--- src/rtl/rx_fifo_buffer.sv ---
// Receive-side FIFO: captures bytes from a UART receive block via a Clr_RX_Flag handshake
// into a show-ahead FIFO. Define RX_DROP_PERR_EN to discard bytes received with a parity error.
module rx_fifo_buffer #(
  parameter int unsigned DEPTH      = 8,
  parameter int unsigned ADDR_WIDTH = 3
) (
  input  logic                  clk,
  input  logic                  reset,
  input  logic [7:0]            Data_RX,
  input  logic                  Parity_Error,
  input  logic                  RX_Flag,
  output logic                  Clr_RX_Flag,
  input  logic                  rd_en,
  output logic [7:0]            rd_data,
  output logic                  rd_perr,
  output logic                  empty,
  output logic                  full,
  output logic [ADDR_WIDTH:0]   count,
  output logic                  overrun,
  input  logic                  clr_overrun
);

`ifdef RX_DROP_PERR_EN
  localparam int unsigned EntryW = 8;
`else
  localparam int unsigned EntryW = 9;
`endif
  localparam logic [ADDR_WIDTH:0] DepthCnt = (ADDR_WIDTH+1)'(DEPTH);

  typedef enum logic [1:0] {StIdle, StAck, StWaitLow} state_e;

  state_e                state_q, state_d;
  logic [EntryW-1:0]     mem [DEPTH];
  logic [ADDR_WIDTH-1:0] wr_ptr_q, rd_ptr_q;
  logic [ADDR_WIDTH:0]   count_q, count_d;
  logic                  overrun_q, overrun_d;
  logic                  capture, store_req, pop, push, drop;
  logic [EntryW-1:0]     wr_entry;

  // Capture FSM: state register
  always_ff @(posedge clk or posedge reset) begin
    if (reset) begin
      state_q <= StIdle;
    end else begin
      state_q <= state_d;
    end
  end

  // Capture FSM: next state
  always_comb begin
    state_d = state_q;
    unique case (state_q)
      StIdle:    if (RX_Flag) state_d = StAck;
      StAck:     state_d = StWaitLow;
      StWaitLow: if (!RX_Flag) state_d = StIdle;
      default:   state_d = StIdle;
    endcase
  end

  // Capture FSM: outputs; Clr_RX_Flag decodes registered state only, so it is glitch-free
  always_comb begin
    Clr_RX_Flag = (state_q == StIdle);
    capture     = (state_q == StIdle) && RX_Flag;
  end

`ifdef RX_DROP_PERR_EN
  assign store_req = capture && !Parity_Error;
  assign wr_entry  = Data_RX;
`else
  assign store_req = capture;
  assign wr_entry  = {Parity_Error, Data_RX};
`endif

  assign empty = (count_q == '0);
  assign full  = (count_q == DepthCnt);
  assign count = count_q;
  assign overrun = overrun_q;

  // A pop on the same edge frees the slot, so a capture while full is still accepted.
  assign pop  = rd_en && !empty;
  assign push = store_req && (!full || pop);
  assign drop = store_req && full && !pop;

  always_comb begin
    count_d = count_q;
    unique case ({push, pop})
      2'b10:   count_d = count_q + 1'b1;
      2'b01:   count_d = count_q - 1'b1;
      default: count_d = count_q;
    endcase
  end

  // A drop on the same edge as clr_overrun keeps the flag set.
  assign overrun_d = drop | (overrun_q & ~clr_overrun);

  always_ff @(posedge clk or posedge reset) begin
    if (reset) begin
      wr_ptr_q  <= '0;
      rd_ptr_q  <= '0;
      count_q   <= '0;
      overrun_q <= 1'b0;
    end else begin
      if (push) wr_ptr_q <= wr_ptr_q + 1'b1;
      if (pop)  rd_ptr_q <= rd_ptr_q + 1'b1;
      count_q   <= count_d;
      overrun_q <= overrun_d;
    end
  end

  // Storage is intentionally not reset.
  always_ff @(posedge clk) begin
    if (push) mem[wr_ptr_q] <= wr_entry;
  end

  assign rd_data = mem[rd_ptr_q][7:0];
`ifdef RX_DROP_PERR_EN
  assign rd_perr = 1'b0;
`else
  assign rd_perr = mem[rd_ptr_q][8];
`endif

endmodule

--- config.mk ---
export PLATFORM = sky130hd
export DESIGN_NAME = rx_fifo_buffer
export DESIGN_NICKNAME = d
export VERILOG_FILES = /design/src/rtl/rx_fifo_buffer.sv
export SDC_FILE = /design/constraint.sdc
export NUM_CORES = 1
export LEC_CHECK = 0
export ABC_CLOCK_PERIOD_IN_PS = 2600
export BUFFER_PORTS_ARGS = -buffer_cell sky130_fd_sc_hd__buf_2
export CAP_MARGIN = 20
export CORE_ASPECT_RATIO = 1.1
export CORE_MARGIN = 2
export CORE_UTILIZATION = 23
export DETAILED_ROUTE_END_ITERATION = 6
export MAX_ROUTING_LAYER = met4
export PLACE_DENSITY = 0.34
export REMOVE_ABC_BUFFERS = 1
export SLEW_MARGIN = 20
export SYNTH_ARGS = -nofsm -noshare
export SYNTH_HDL_FRONTEND = slang
export SYNTH_SLANG_ARGS = --single-unit
--- constraint.sdc ---
create_clock -name clk -period 2.6 [get_ports clk]
set_input_delay 0 -clock clk [delete_from_list [all_inputs] [get_ports clk]]
set_output_delay 0 -clock clk [all_outputs]
set_load 0.005 [all_outputs]
# == After elaboration in Yosys (flattened, before gate mapping) ==
# Memories as Yosys holds them, arrays and structs flattened.
# Cells that the tools add are included.
# classes
n_reduce_logical,13
n_addsub,4
n_bitwise,3
mux,6
n_eq_ne,7
# ops
operator,count
one-hot mux 4 bit (2 select lines),1
adder 3 x 1 -> 3 bit (second input constant),2
one-hot mux 2 bit (3 select lines),1
logical AND 1 bit,5
adder 4 x 1 -> 4 bit (second input constant),1
equality test 2 x 1 -> 1 bit (second input constant),2
equality test 2 bit (second input constant),2
equality test 4 bit (second input constant),1
zero test 4 bit,1
2-to-1 mux 2 bit,2
!= test 2 bit (second input constant),2
subtractor 4 x 1 -> 4 bit (second input constant),1
zero test 1 bit,3
zero test 2 bit,1
2-to-1 mux 1 bit,2
AND reduction 2 bit,1
nonzero test 2 bit,1
AND 1 bit,1
logical OR 1 bit,1
NOT 1 bit,1
bitwise OR 1 bit,1
# word_totals
output_inout_bits,17
in_bits,14
mem_bits_rw,72
memories,1
wordCells,39
reg_bits,13
# mem_list
name,words,word_bits,rd,rd_clocked_by_memory_dff,write_ports,line,text
mem,8,9,1,0,1,33,logic [EntryW-1:0] mem [DEPTH];

# == Depth between registers and ports, before layout ==
# Gate-level depths: netlist of run 1.
# logic_depth
ltp_word,7
mapped_depth,8
ltp_nobuf,7

# == Worst setup path before layout of run 1 ==
# Ideal clock, no wire load.
# synth_path
path_kind,register to register
start,reg state_q[0]
end,mem mem[1][0] (enable)
stages_incl_launch_ff,6
setup_time_ns,0.387
required_ns,2.213
n_path_buf,1
arrival_ns,1.806
path_slack_ns,0.407
period_less_slack_ns,2.193
path_cell_list,dfrtp_1 nor3b_4 buf_4 o21a_1 nand2_1 nor3_1
# synth_via
elab_chain_len,5
# synth_lines
item,line,text
from (decl),32,"state_e state_q, state_d;"
from (signal assigned),43,state_q <= StIdle;
from (signal assigned),45,state_q <= state_d;
zero test 2 bit,63,capture = (state_q == StIdle) && RX_Flag;
logical AND 1 bit,63,
logical AND 1 bit,81,assign push = store_req && (!full || pop);
2-to-1 mux 1 bit,112,if (push) mem[wr_ptr_q] <= wr_entry;
2-to-1 mux 1 bit (not written as such),112,
to (decl),33,
# Every way passes these cells.

# == Final worst setup path of run 1 ==
# layout_path
start,reg state_q[0]
end,mem mem[4][5] (enable)
# The elaborated chain is that of the path after synthesis.

==> summary.txt, run 1 <==
Run status
  • Status: completed

Pwr
  • Worst VDD drop: 0.3097 mV
  • Leak pwr: 1.537 nW
  • Pwr/cell area: 1014 mW/mm^2
  • Tot Pwr: 4.439 mW

Clock tree
  • CTS clk-pin slew, worst paths: 0.06 ns
  • Clk_lat worst skew: 0.34 ns
  • H-tree depth: 3
  • CTS root buf: clkbuf_16
  • Setup Buffers After CTS: 0
  • Number of buffers created by CTS: 9
  • CTS tree: built
  • CTS sink cnt: 85
  • Clock Path Buffers: 2

STA
  • Crit share post-route: 83.41%
  • Final hold vios: 0
  • Fmax: 0.4611 GHz
  • Worst-Margin Slew: 0.9586 ns
  • Setup violations, final: 0
  • RSZ-0062 raised after global routing: false
  • Slew headroom: 35.60%
  • Total Neg Setup Slack: 0 ns
  • Clock skew: 0.006828 ns
  • Min Clock Period, post-route: 2.169 ns
  • Final slew viol count: 0

Global routing
  • Layer with the highest usage: met2
  • Gr ovfl total: 0
  • Vias in the first global route: 1900
  • Largest net degree at the start of global routing: 21
  • Initial antenna violation count: 0
  • M1 GR Usage: 13.32%
  • Grt met3 use: 2.954%
  • Total Routing Usage GR: 10.17%
  • First-pass GRT wire length: 11.47 mm
  • GR Util met2: 15.04%

Synthesis
  • Syn avg cell area: 19.07 um^2
  • Share of flip-flops with an asynchronous set or reset: 15.29%
  • Syn Std Cell Area: 0.003490 mm^2
  • Count leader, synth: edfxtp_1
  • Cell taking the most area after synthesis: edfxtp_1
  • Top cells by count, synth: edfxtp_1, mux4_2, dfrtp_1
  • Post-synth EDFFs: 72
  • Post-synthesis sequential area ratio: 71.28%
  • Dominant cells by area after synthesis: edfxtp_1, mux4_2, dfrtp_1, mux2_2, nand2_1
  • Yosys warning count: 0
  • #FFs+latches synth: 85
  • Top_reg_cell synth: edfxtp_1
  • Syn Inst Count: 183
  • Library cells used by synthesis: 33
  • Yosys top cell area share: 61.96%

Floorplan
  • Core area: 0.01494 mm^2
  • Initial core utilization: 23.36%
  • Chip height: 133.2 um
  • DIE WIDTH: 121.4 um
  • Die Area: 0.01617 mm^2
  • FP Rows: 47
  • I/O pin cnt: 31

Worst hold path
  • HP Class: input port to register

Placement
  • HPWL after DPL: 4.919 mm
  • GP Congestion: 0.6744
  • IO buf count: 30
  • Cells after DPL: 420
  • Placed inst area: 0.003995 mm^2

Final layout
  • Post-route cell area: 0.004377 mm^2
  • Final core occ: 29.30%
  • Fillers: 1535
  • Layout cells sized above 1: 39.44%
  • Reg area: 0.002487 mm^2
  • Area growth syn-to-layout: 25.42%
  • Non-Filler Instances: 447
  • Final #Nets: 264
  • ANT cells: 0
  • Area used by multi-input combinational logic: 944.7 um^2

Critical path
  • Delay-heaviest family, CP: simple AND/OR/NAND/NOR gates
  • Crit Path Category: register to register
  • Max FO, Critical Path: 5
  • Cells along the critical path: nor3b_4, o21ai_4, nor3_1, buf_4
  • Worst EP required: 2.65 ns
  • CP max stage delay: 0.78 ns
  • Crit. End Element: register
  • Number of buffers and inverters on the critical path: 1
  • Crit path max-delay cell type: nor3_1
  • WP data arrival: 2.22 ns
  • Crit start category: register

Route
  • Drt first pass iters: 4
  • Routed via count: 1836
  • WL/cell: 16.74 um
  • Initial DRC Count: 71
  • Via/cell ratio: 4.107
  • Routed wire length: 7.485 mm
  • Drt drc: 0
  • Final antenna-violating net count: 0

Flow run
  • MaxCap Viol Count: 0
-- final timing paths --
kind / cells after the start / slack [ns] / endpoint / start
worst min register to register: 2 / 0.54 / overrun$_DFF_PP0_ / overrun$_DFF_PP0_
worst max register to register: 4 / 0.43 / mem[4][5]$_DFFE_PP_ / state_q[0]$_DFFE_PP0P_
worst min-delay path: 4 / 0.12 / overrun$_DFF_PP0_ / rd_en
min in group asynchronous: 3 / 0.25 / count[2]$_DFFE_PP0P_ / reset
max in group asynchronous: 3 / 2.00 / wr_ptr_q[2]$_DFFE_PP0P_ / reset
worst max-delay path: 4 / 0.43 / mem[4][5]$_DFFE_PP_ / state_q[0]$_DFFE_PP0P_
-- worst register-to-register path, stage by stage (launching register included) --
cell and delay [ns]:
dfrtp_1 0.42, nor3b_4 0.28, o21ai_4 0.10, nor3_1 0.78, buf_4 0.29
-- per-layer routing --
metal  vias up  part of all wire [%]
met1       938                    49
met4         0                   1.4
met5         -                     0
met3         9                   3.0
li1        854                     -
met2        35                    47
-- layout make-up --
| cell class | instances | share of cell area [%] |
|---|---|---|
| clock buffer | 11 | 5.317 |
| clock inverter | 4 | 0.6003 |
| inverter | 4 | 0.3431 |
| multi-input combinational | 86 | 21.58 |
| sequential | 85 | 56.83 |
| tap | 196 | 5.603 |
| timing repair buffer | 61 | 9.720 |
-- kinds of logic (layout without fill, tap and decap cells) --
family	count (synthesis)	in the layout	share of synthesized area, %
compound gates	11	11	2.904
xor+xnor	7	7	1.757
fa+ha+maj	3	3	1.076
buf+inv	12	80	1.900
flops	85	85	71.28
mux	31	31	15.70
simple gates	34	34	5.378
-- per-stage QoR --
step	hold slack [ns]	setup slack, ns
floorplan	-0.1230	0.2548
global placement	0.07957	0.3524
detailed placement	0.07772	0.3541
CTS	0.1124	0.3463
global route	0.1607	0.2701
finish	0.1196	0.4315
-- placed cells by master (no fill, tap or decap), types with 2 or more instances in the layout --
cell           instances
ha_1                   3
mux2i_1                3
dlygate4sd3_1         12
clkbuf_1               2
nand2_1               11
buf_2                 30
o21ai_0                3
inv_1                  4
dfrtp_1               13
mux2_2                10
buf_4                 18
nand2b_1               2
xnor2_1                4
clkinv_2               2
xor2_1                 3
mux4_2                18
nor2_1                 7
nor3_1                 5
clkbuf_16              9
edfxtp_1              72
-- flip-flops by register name (all words and copies together) (netlist names) --
signal,count
count,4
mem,72
overrun,1
rd_ptr_q,3
state_q,2
wr_ptr_q,3
-- power breakdown --
group | switching [mW] | internal, mW | total (mW)
sequential | 0.180 | 1.69 | 1.87
clock | 0.496 | 0.640 | 1.14
combinational | 0.657 | 0.777 | 1.43
total | 1.33 | 3.11 | 4.44
-- repair_timing --
action	CTS	global route
hold buffers	12	0
hold endpoints to repair	87	0
gates resized for setup	0	0
setup endpoints to repair	0	0
No activity file was read; power rests on OpenSTA's default activity.
==> inputs of run 2 (changes only) <==
- ABC_AREA: default -> 1
- ABC_CLOCK_PERIOD_IN_PS: 2600 -> 2200
- clock period: 2.6 -> 2.2 ns (I/O delays scaled with it)
==> run 2 against run 1 <==
Hold slack worse by 0.085 ns. Flip-flop and latch count stayed put. Synthesized cell count is 63% higher. Sequential share of layout area is 1.3 points lower. Critical path depth is 3 higher. Highest routed layer unchanged. Non-clock buffer count is 4 higher. Via count is 31% higher. Register-to-register slack worse by 0.09 ns. Final cell count is 26% higher. Combinational power is 50% higher. Area after synthesis is 1.8% higher. First-iteration DRC count is 120% higher.
==> summary.txt, run 2 <==
Run status
  • Status: completed

Pwr
  • Int Pwr: 3.683 mW (+19%)
  • Leak pwr: 1.703 nW (+11%)
  • Worst VDD drop: 0.6447 mV (+110%)
  • Part of the power in combinational logic: 37.4% (+5.1 points)
  • Net Switching: 2.073 mW (+56%)
  • Register share of total power: 36.6% (-5.5 points)
  • Clk pwr share: 26.1% (+0.5 points)
  • Switching share of power: 36.02% (+6.0 points)
  • Pwr/cell area: 1285 mW/mm^2 (+27%)

STA
  • Slew headroom: 64.21% (+29 points)
  • Worst-Margin Slew: 0.5362 ns (-0.4224 ns)
  • Setup violations, final: 0 (unchanged)
  • RSZ-0062 raised after global routing: false
  • Final slew viol count: 0 (unchanged)
  • Total Neg Setup Slack: 0 ns (unchanged)
  • Fmax: 0.5213 GHz
  • WHS: 0.03495 ns (-0.08464 ns)
  • Crit share post-route: 87.19%
  • Min Clock Period, post-route: 1.918 ns
  • Final hold vios: 0 (unchanged)
  • Clock skew: 0.004782 ns (-0.002046 ns)

Final layout
  • Max reg flops: 72 (unchanged)
  • Most frequent cells in the layout: nor2_1, edfxtp_1, o21ai_0, buf_2
  • Fillers: 1602 (+4.4%)
  • Layout cells sized above 1: 22.49% (-17 points)
  • Reg area: 0.002487 mm^2 (unchanged)
  • Commonest non-fill, non-tap cell in the layout: nor2_1
  • Area growth syn-to-layout: 26.18%
  • Post-route cell area: 0.004481 mm^2 (+2.4%)
  • ANT cells: 0 (unchanged)
  • Register with the most flip-flops: mem
  • Final #Nets: 381 (+44%)
  • Area used by multi-input combinational logic: 942.2 um^2 (-0.26%)

Critical path
  • Worst EP required: 2.20 ns (-0.45 ns)
  • RR Endpoint: mem[3][7]$_DFFE_PP_
  • R2R Setup Slk: 0.34 ns (-0.09 ns)
  • FF-to-FF Start: count[0]$_DFFE_PP0P_
  • Crit start category: register
  • Crit path max-delay cell type: dfrtp_1
  • CP max stage delay: 0.37 ns (-0.41 ns)
  • WP data arrival: 1.92 ns (-0.30 ns)
  • Crit Path Category: register to output pin
  • Delay-heaviest family, CP: buffers and inverters
  • Max FO, Critical Path: 12 (+7)
  • Crit. End Element: output pin
  • R2R cell count: 9 (+5)
  • Number of buffers and inverters on the critical path: 3 (+2)
  • Cells along the critical path: inv_1, buf_4, o21ai_0, o22ai_1, nor2_1, a31oi_1, buf_2

Floorplan
  • Core area: 0.01505 mm^2 (+0.79%)
  • Chip height: 134.3 um (+0.85%)
  • Die Area: 0.01645 mm^2 (+1.7%)
  • FP Rows: 47 (unchanged)
  • I/O pin cnt: 31 (unchanged)
  • Initial core utilization: 23.59% (+0.22 points)
  • DIE WIDTH: 122.5 um (+0.84%)

Global routing
  • Vias in the first global route: 2384 (+25%)
  • Gr ovfl total: 0 (unchanged)
  • Largest net degree at the start of global routing: 38 (+81%)
  • Initial antenna violation count: 0 (unchanged)
  • Total Routing Usage GR: 12.17% (+2.0 points)
  • First-pass GRT wire length: 14.08 mm (+23%)

Synthesis
  • Top cells by count, synth: nor2_1, edfxtp_1, o21ai_0
  • Yosys warning count: 0 (unchanged)
  • Count leader, synth: nor2_1
  • Yosys top cell area share: 60.89% (-1.1 points)
  • Syn avg cell area: 11.88 um^2 (-38%)
  • Cell taking the most area after synthesis: edfxtp_1
  • Top_reg_cell synth: edfxtp_1
  • Post-synth EDFFs: 72 (unchanged)
  • Syn Std Cell Area: 0.003551 mm^2 (+1.8%)
  • #FFs+latches synth: 85 (unchanged)
  • Share of flip-flops with an asynchronous set or reset: 15.29% (unchanged)
  • Post-synthesis sequential area ratio: 70.05% (-1.2 points)
  • Syn Inst Count: 299 (+63%)
  • Library cells used by synthesis: 29 (-12%)
  • Dominant cells by area after synthesis: edfxtp_1, dfrtp_1, nor2_1, o21ai_0, nand2_1

Clock tree
  • Clk_lat worst skew: 0.34 ns (about the same)
  • Post-CTS sizing: 0 (unchanged)
  • CTS root buf: clkbuf_16
  • Number of buffers created by CTS: 9 (unchanged)
  • Clock Path Buffers: 2 (unchanged)
  • CTS tree: built
  • CTS sink cnt: 85 (unchanged)
  • CTS clk-pin slew, worst paths: 0.06 ns (about the same)
  • H-tree depth: 3 (unchanged)

Placement
  • Placed inst area: 0.004068 mm^2 (+1.8%)
  • IO buf count: 30 (unchanged)
  • HPWL after DPL: 5.676 mm (+15%)
  • GP Congestion: 0.7647 (+13%)

Worst hold path
  • Hold path depth: 3 (-1)
  • Worst Hold Path EP: rd_ptr_q[2]$_DFFE_PP0P_
  • Hold path start: rd_en
  • HP Class: input port to register

Flow run
  • MaxCap Viol Count: 0 (unchanged)

Route
  • Routed via count: 2398 (+31%)
  • Routed wire length: 8.965 mm (+20%)
  • Via/cell ratio: 4.244 (+3.3%)
  • Final antenna-violating net count: 0 (unchanged)
  • Initial DRC Count: 155 (+120%)
  • WL/cell: 15.87 um (-5.2%)
  • Drt first pass iters: 4 (unchanged)
  • Drt drc: 0 (unchanged)
[run 2: changes by cell type after synthesis, sizes merged, moves of 3 or more]
cell and change:
mux2 -10, xor2 +3, nor3 -3, nor2 +67, mux2i -3, inv +13, o21ai +34, a31oi +9
nand2 +18, nand3 +5, xnor2 -4, mux4 -18, o22ai +9
[run 2: kinds of logic (layout without fill, tap and decap cells)]
kind of cell	count (synthesis)	in the layout	synth area share [%]
AO/OA/AOI/OAI	60	60	9.197
XOR/XNOR	6	6	1.480
adder cells (fa/ha/maj)	3	3	1.057
buffers and inverters	29	99	3.418
flip-flops	85	85	70.05
AND/OR/NAND/NOR	116	116	14.80
[run 2: layout make-up]
cell class,instances,share of cell area [%]
Tap cell,196,5.473
Clock inverter,6,1.424
Multi-Input combinational cell,185,21.03
Timing Repair Buffer,65,9.886
Sequential cell,85,55.52
Inverter,18,1.564
Clock buffer,10,5.110
[run 2: timing repair]
| item | 4_1_cts | 5_1_grt |
|---|---|---|
| setup endpoints to repair | 0 | 0 |
| hold endpoints to repair | 88 | 0 |
| hold buffers | 12 | 0 |
| setup buffers | 0 | 0 |
[run 2: routing by layer]
| layer | up-vias | GRT usage [%] | part of all wire (%) |
|---|---|---|---|
| met4 | 0 | 4.023 | 1.4 |
| li1 | 1183 | - | - |
| met1 | 1166 | 16.02 | 49 |
| met5 | - | - | 0 |
| met2 | 38 | 18.09 | 46 |
| met3 | 11 | 3.359 | 3.4 |
[run 2: worst max path at each step]
| stage | startpoint | endpoint | slack, ns | cells after the start |
|---|---|---|---|---|
| floorplan | count[0]$_DFFE_PP0P_ | mem[5][0]$_DFFE_PP_ | 0.09 | 8 |
| global placement | count[3]$_DFFE_PP0P_ | count[2]$_DFFE_PP0P_ | 0.36 | 12 |
| detailed placement | count[0]$_DFFE_PP0P_ | mem[3][6]$_DFFE_PP_ | 0.35 | 9 |
| CTS | rd_ptr_q[0]$_DFFE_PP0P_ | rd_data[1] | 0.21 | 7 |
| global route | rd_ptr_q[1]$_DFFE_PP0P_ | rd_data[3] | 0.02 | 7 |
| finish | rd_ptr_q[1]$_DFFE_PP0P_ | rd_data[6] | 0.28 | 7 |
[run 2: power by group through the flow]
stage / Sequential, mW / Clock [mW] / Combinational (mW)
4_1_cts: 2.10 / 1.56 / 2.23
3_3_place_gp: 2.13 / 0 / 2.22
5_1_grt: 2.13 / 1.61 / 2.48
6_report: 2.10 / 1.50 / 2.15
3_5_place_dp: 2.14 / 0 / 2.21
2_1_floorplan: 2.22 / 0 / 1.17
[run 2: through the flow]
step                power, mW  utilization [%]  worst slack (ns)  instances
floorplan               3.395                -           0.09170        288
global placement        4.349            27.02            0.3631        537
detailed placement      4.341            27.02            0.3455        537
CTS                     5.894            29.76            0.2076        565
global route            6.213            29.76           0.02092        565
finish                  5.756            29.76            0.2819        565
[run 2: worst register-to-register path: stages (launching register included)]
cell     delay [ns]
dfrtp_1        0.38
buf_4          0.16
nor4_2         0.37
nand2_2        0.13
nand2_4        0.11
inv_4          0.03
nand2_1        0.07
buf_4          0.12
nor2_1         0.04
buf_4          0.20
==> inputs of run 3 (changes only) <==
- GPL_ROUTABILITY_DRIVEN: default -> 0
- RECOVER_POWER: default -> 100
==> run 3 against run 2 <==
Non-clock buffer count is the same. Routed wire length shrank 0.58%. Highest routed layer unchanged. Register-to-register slack lost 0.17 ns.
==> summary.txt, run 3 (synthesis results as in run 2) <==
Critical path
  • Cells along the critical path: clkbuf_1, nor4_1, nand2_2, nand2_4, inv_4, nand2_1, buf_4, nor2_1, buf_4
  • WP data arrival: 2.11 ns (+0.19 ns)
  • Crit Path Category: register to register
  • Worst EP required: 2.28 ns (+0.08 ns)
  • Crit. End Element: register
  • CP max stage delay: 0.50 ns (+0.13 ns)
  • Crit start category: register
  • Cell repeated most along the worst path: buf_4
  • Crit path max-delay cell type: nor4_1
  • Max FO, Critical Path: 9 (-3)

Final layout
  • Layout cells sized above 1: 15.18% (-7.3 points)
  • ANT cells: 0 (unchanged)
  • Max reg flops: 72 (unchanged)
  • Area growth syn-to-layout: 24.07%
  • Final core occ: 29.26% (-0.50 points)
  • Most frequent cells in the layout: nor2_1, edfxtp_1, o21ai_0, nand2_1, clkbuf_1
  • Register with the most flip-flops: mem
  • Final #Nets: 381 (unchanged)
  • Reg area: 0.002487 mm^2 (unchanged)
  • Area used by multi-input combinational logic: 920.9 um^2 (-2.3%)
  • Commonest non-fill, non-tap cell in the layout: nor2_1
  • Fillers: 1624 (+1.4%)

Global routing
  • Largest net degree at the start of global routing: 38 (unchanged)
  • Initial antenna violation count: 0 (unchanged)
  • First-pass GRT wire length: 14.08 mm (unchanged)
  • Total Routing Usage GR: 12.17% (unchanged)
  • Vias in the first global route: 2384 (unchanged)
  • GR Util met2: 18.09% (unchanged)
  • M1 GR Usage: 16.02% (unchanged)
  • Gr ovfl total: 0 (unchanged)
  • Layer with the highest usage: met2
  • Grt met3 use: 3.359% (unchanged)

Clock tree
  • Setup Buffers After CTS: 0 (unchanged)
  • Clk_lat worst skew: 0.34 ns (about the same)
  • CTS tree: built
  • Clock Path Buffers: 2 (unchanged)
  • Hold_buf cts: 12 (unchanged)
  • H-tree depth: 3 (unchanged)
  • CTS root buf: clkbuf_16
  • Number of buffers created by CTS: 9 (unchanged)
  • CTS clk-pin slew, worst paths: 0.06 ns (about the same)
  • CTS sink cnt: 85 (unchanged)
  • Post-CTS sizing: 0 (unchanged)

STA
  • WHS: 0.03848 ns (+0.003532 ns)
  • Total Neg Setup Slack: 0 ns (unchanged)
  • RSZ-0062 raised after global routing: false
  • Crit share post-route: 92.22% (+5.0 points)
  • Worst-Margin Slew: 0.5381 ns (+0.001879 ns)
  • Slew headroom: 64.09% (-0.13 points)
  • Final slew viol count: 0 (unchanged)
  • Min Clock Period, post-route: 2.029 ns (+0.1108 ns)
  • Final hold vios: 0 (unchanged)
  • Clock skew: 0.005143 ns (+0.0003613 ns)
  • Setup violations, final: 0 (unchanged)
  • Fmax: 0.4929 GHz (-5.5%)

Worst hold path
  • HP Class: input port to register

Floorplan
  • I/O pin cnt: 31 (unchanged)
  • Chip height: 134.3 um (unchanged)
  • Core area: 0.01505 mm^2 (unchanged)
  • DIE WIDTH: 122.5 um (unchanged)
  • Initial core utilization: 23.59% (unchanged)
  • FP Rows: 47 (unchanged)
  • Die Area: 0.01645 mm^2 (unchanged)

Pwr
  • Worst VDD drop: 0.6110 mV (-5.2%)
  • Clk pwr share: 26.5% (+0.4 points)
  • Net Switching: 2.056 mW (-0.81%)
  • Switching share of power: 36.35% (+0.33 points)
  • Int Pwr: 3.601 mW (-2.2%)
  • Register share of total power: 37.1% (+0.5 points)
  • Pwr/cell area: 1284 mW/mm^2 (about the same)
  • Part of the power in combinational logic: 36.4% (-1.0 points)
  • Leak pwr: 1.627 nW (-4.4%)

Run status
  • Status: completed

Placement
  • HPWL after DPL: 5.676 mm (unchanged)
  • IO buf count: 30 (unchanged)

Route
  • Drt drc: 0 (unchanged)
  • WL/cell: 15.78 um (-0.58%)
  • Final antenna-violating net count: 0 (unchanged)
  • Via/cell ratio: 4.223 (-0.50%)
  • Initial DRC Count: 176 (+14%)
  • Routed wire length: 8.913 mm (-0.58%)
  • Drt first pass iters: 4 (unchanged)
  • Routed via count: 2386 (-0.50%)

Flow run
  • MaxCap Viol Count: 0 (unchanged)
## run 3: power groups by stage
stage	clock network, mW	logic (mW)	registers [mW]
after global placement	0	2.22	2.13
after CTS	1.56	2.23	2.10
final	1.50	2.06	2.10
after floorplan	0	1.17	2.22
after detailed placement	0	2.21	2.14
after global routing	1.61	2.38	2.12
## run 3: final timing paths
check | start | endpoint | slack (ns) | depth (start not counted)
worst max-delay path | count[0]$_DFFE_PP0P_ | mem[3][7]$_DFFE_PP_ | 0.17 | 9
max in group asynchronous | reset | rd_ptr_q[0]$_DFFE_PP0P_ | 1.61 | 3
min in group asynchronous | reset | overrun$_DFF_PP0_ | 0.23 | 3
worst min register to register | state_q[1]$_DFFE_PP0P_ | state_q[1]$_DFFE_PP0P_ | 0.46 | 1
worst max register to register | count[0]$_DFFE_PP0P_ | mem[3][7]$_DFFE_PP_ | 0.17 | 9
worst min-delay path | rd_en | rd_ptr_q[2]$_DFFE_PP0P_ | 0.04 | 3
## run 3: per-layer routing
layer / routed length, um / part of all wire [%]
met3: 304 / 3.4
met5: 0 / 0
met2: 4148 / 47
met1: 4337 / 49
met4: 123 / 1.4
## run 3: worst max-delay path: cells and delay by family (launching register included)
| kind | cells | cell delay, ns |
|---|---|---|
| simple gates | 5 | 0.88 |
| buf+inv | 4 | 0.53 |
| flops | 1 | 0.37 |
## run 3: layout make-up
class	instances	share of cell area (%)
sequential	85	56.46
timing repair buffer	65	8.833
clock buffer	10	5.197
multi-input combinational	185	20.90
clock inverter	6	1.448
inverter	18	1.590
tap	196	5.567
## run 3: through the flow
stage	cells	worst slack (ns)	power, mW	instance area [um^2]
after global routing	565	0.01263	6.107	4405
after CTS	565	0.2076	5.894	4481
after detailed placement	537	0.3455	4.341	4068
final	565	0.1711	5.657	4405
after global placement	537	0.3631	4.349	4068
after floorplan	288	0.09170	3.395	3500
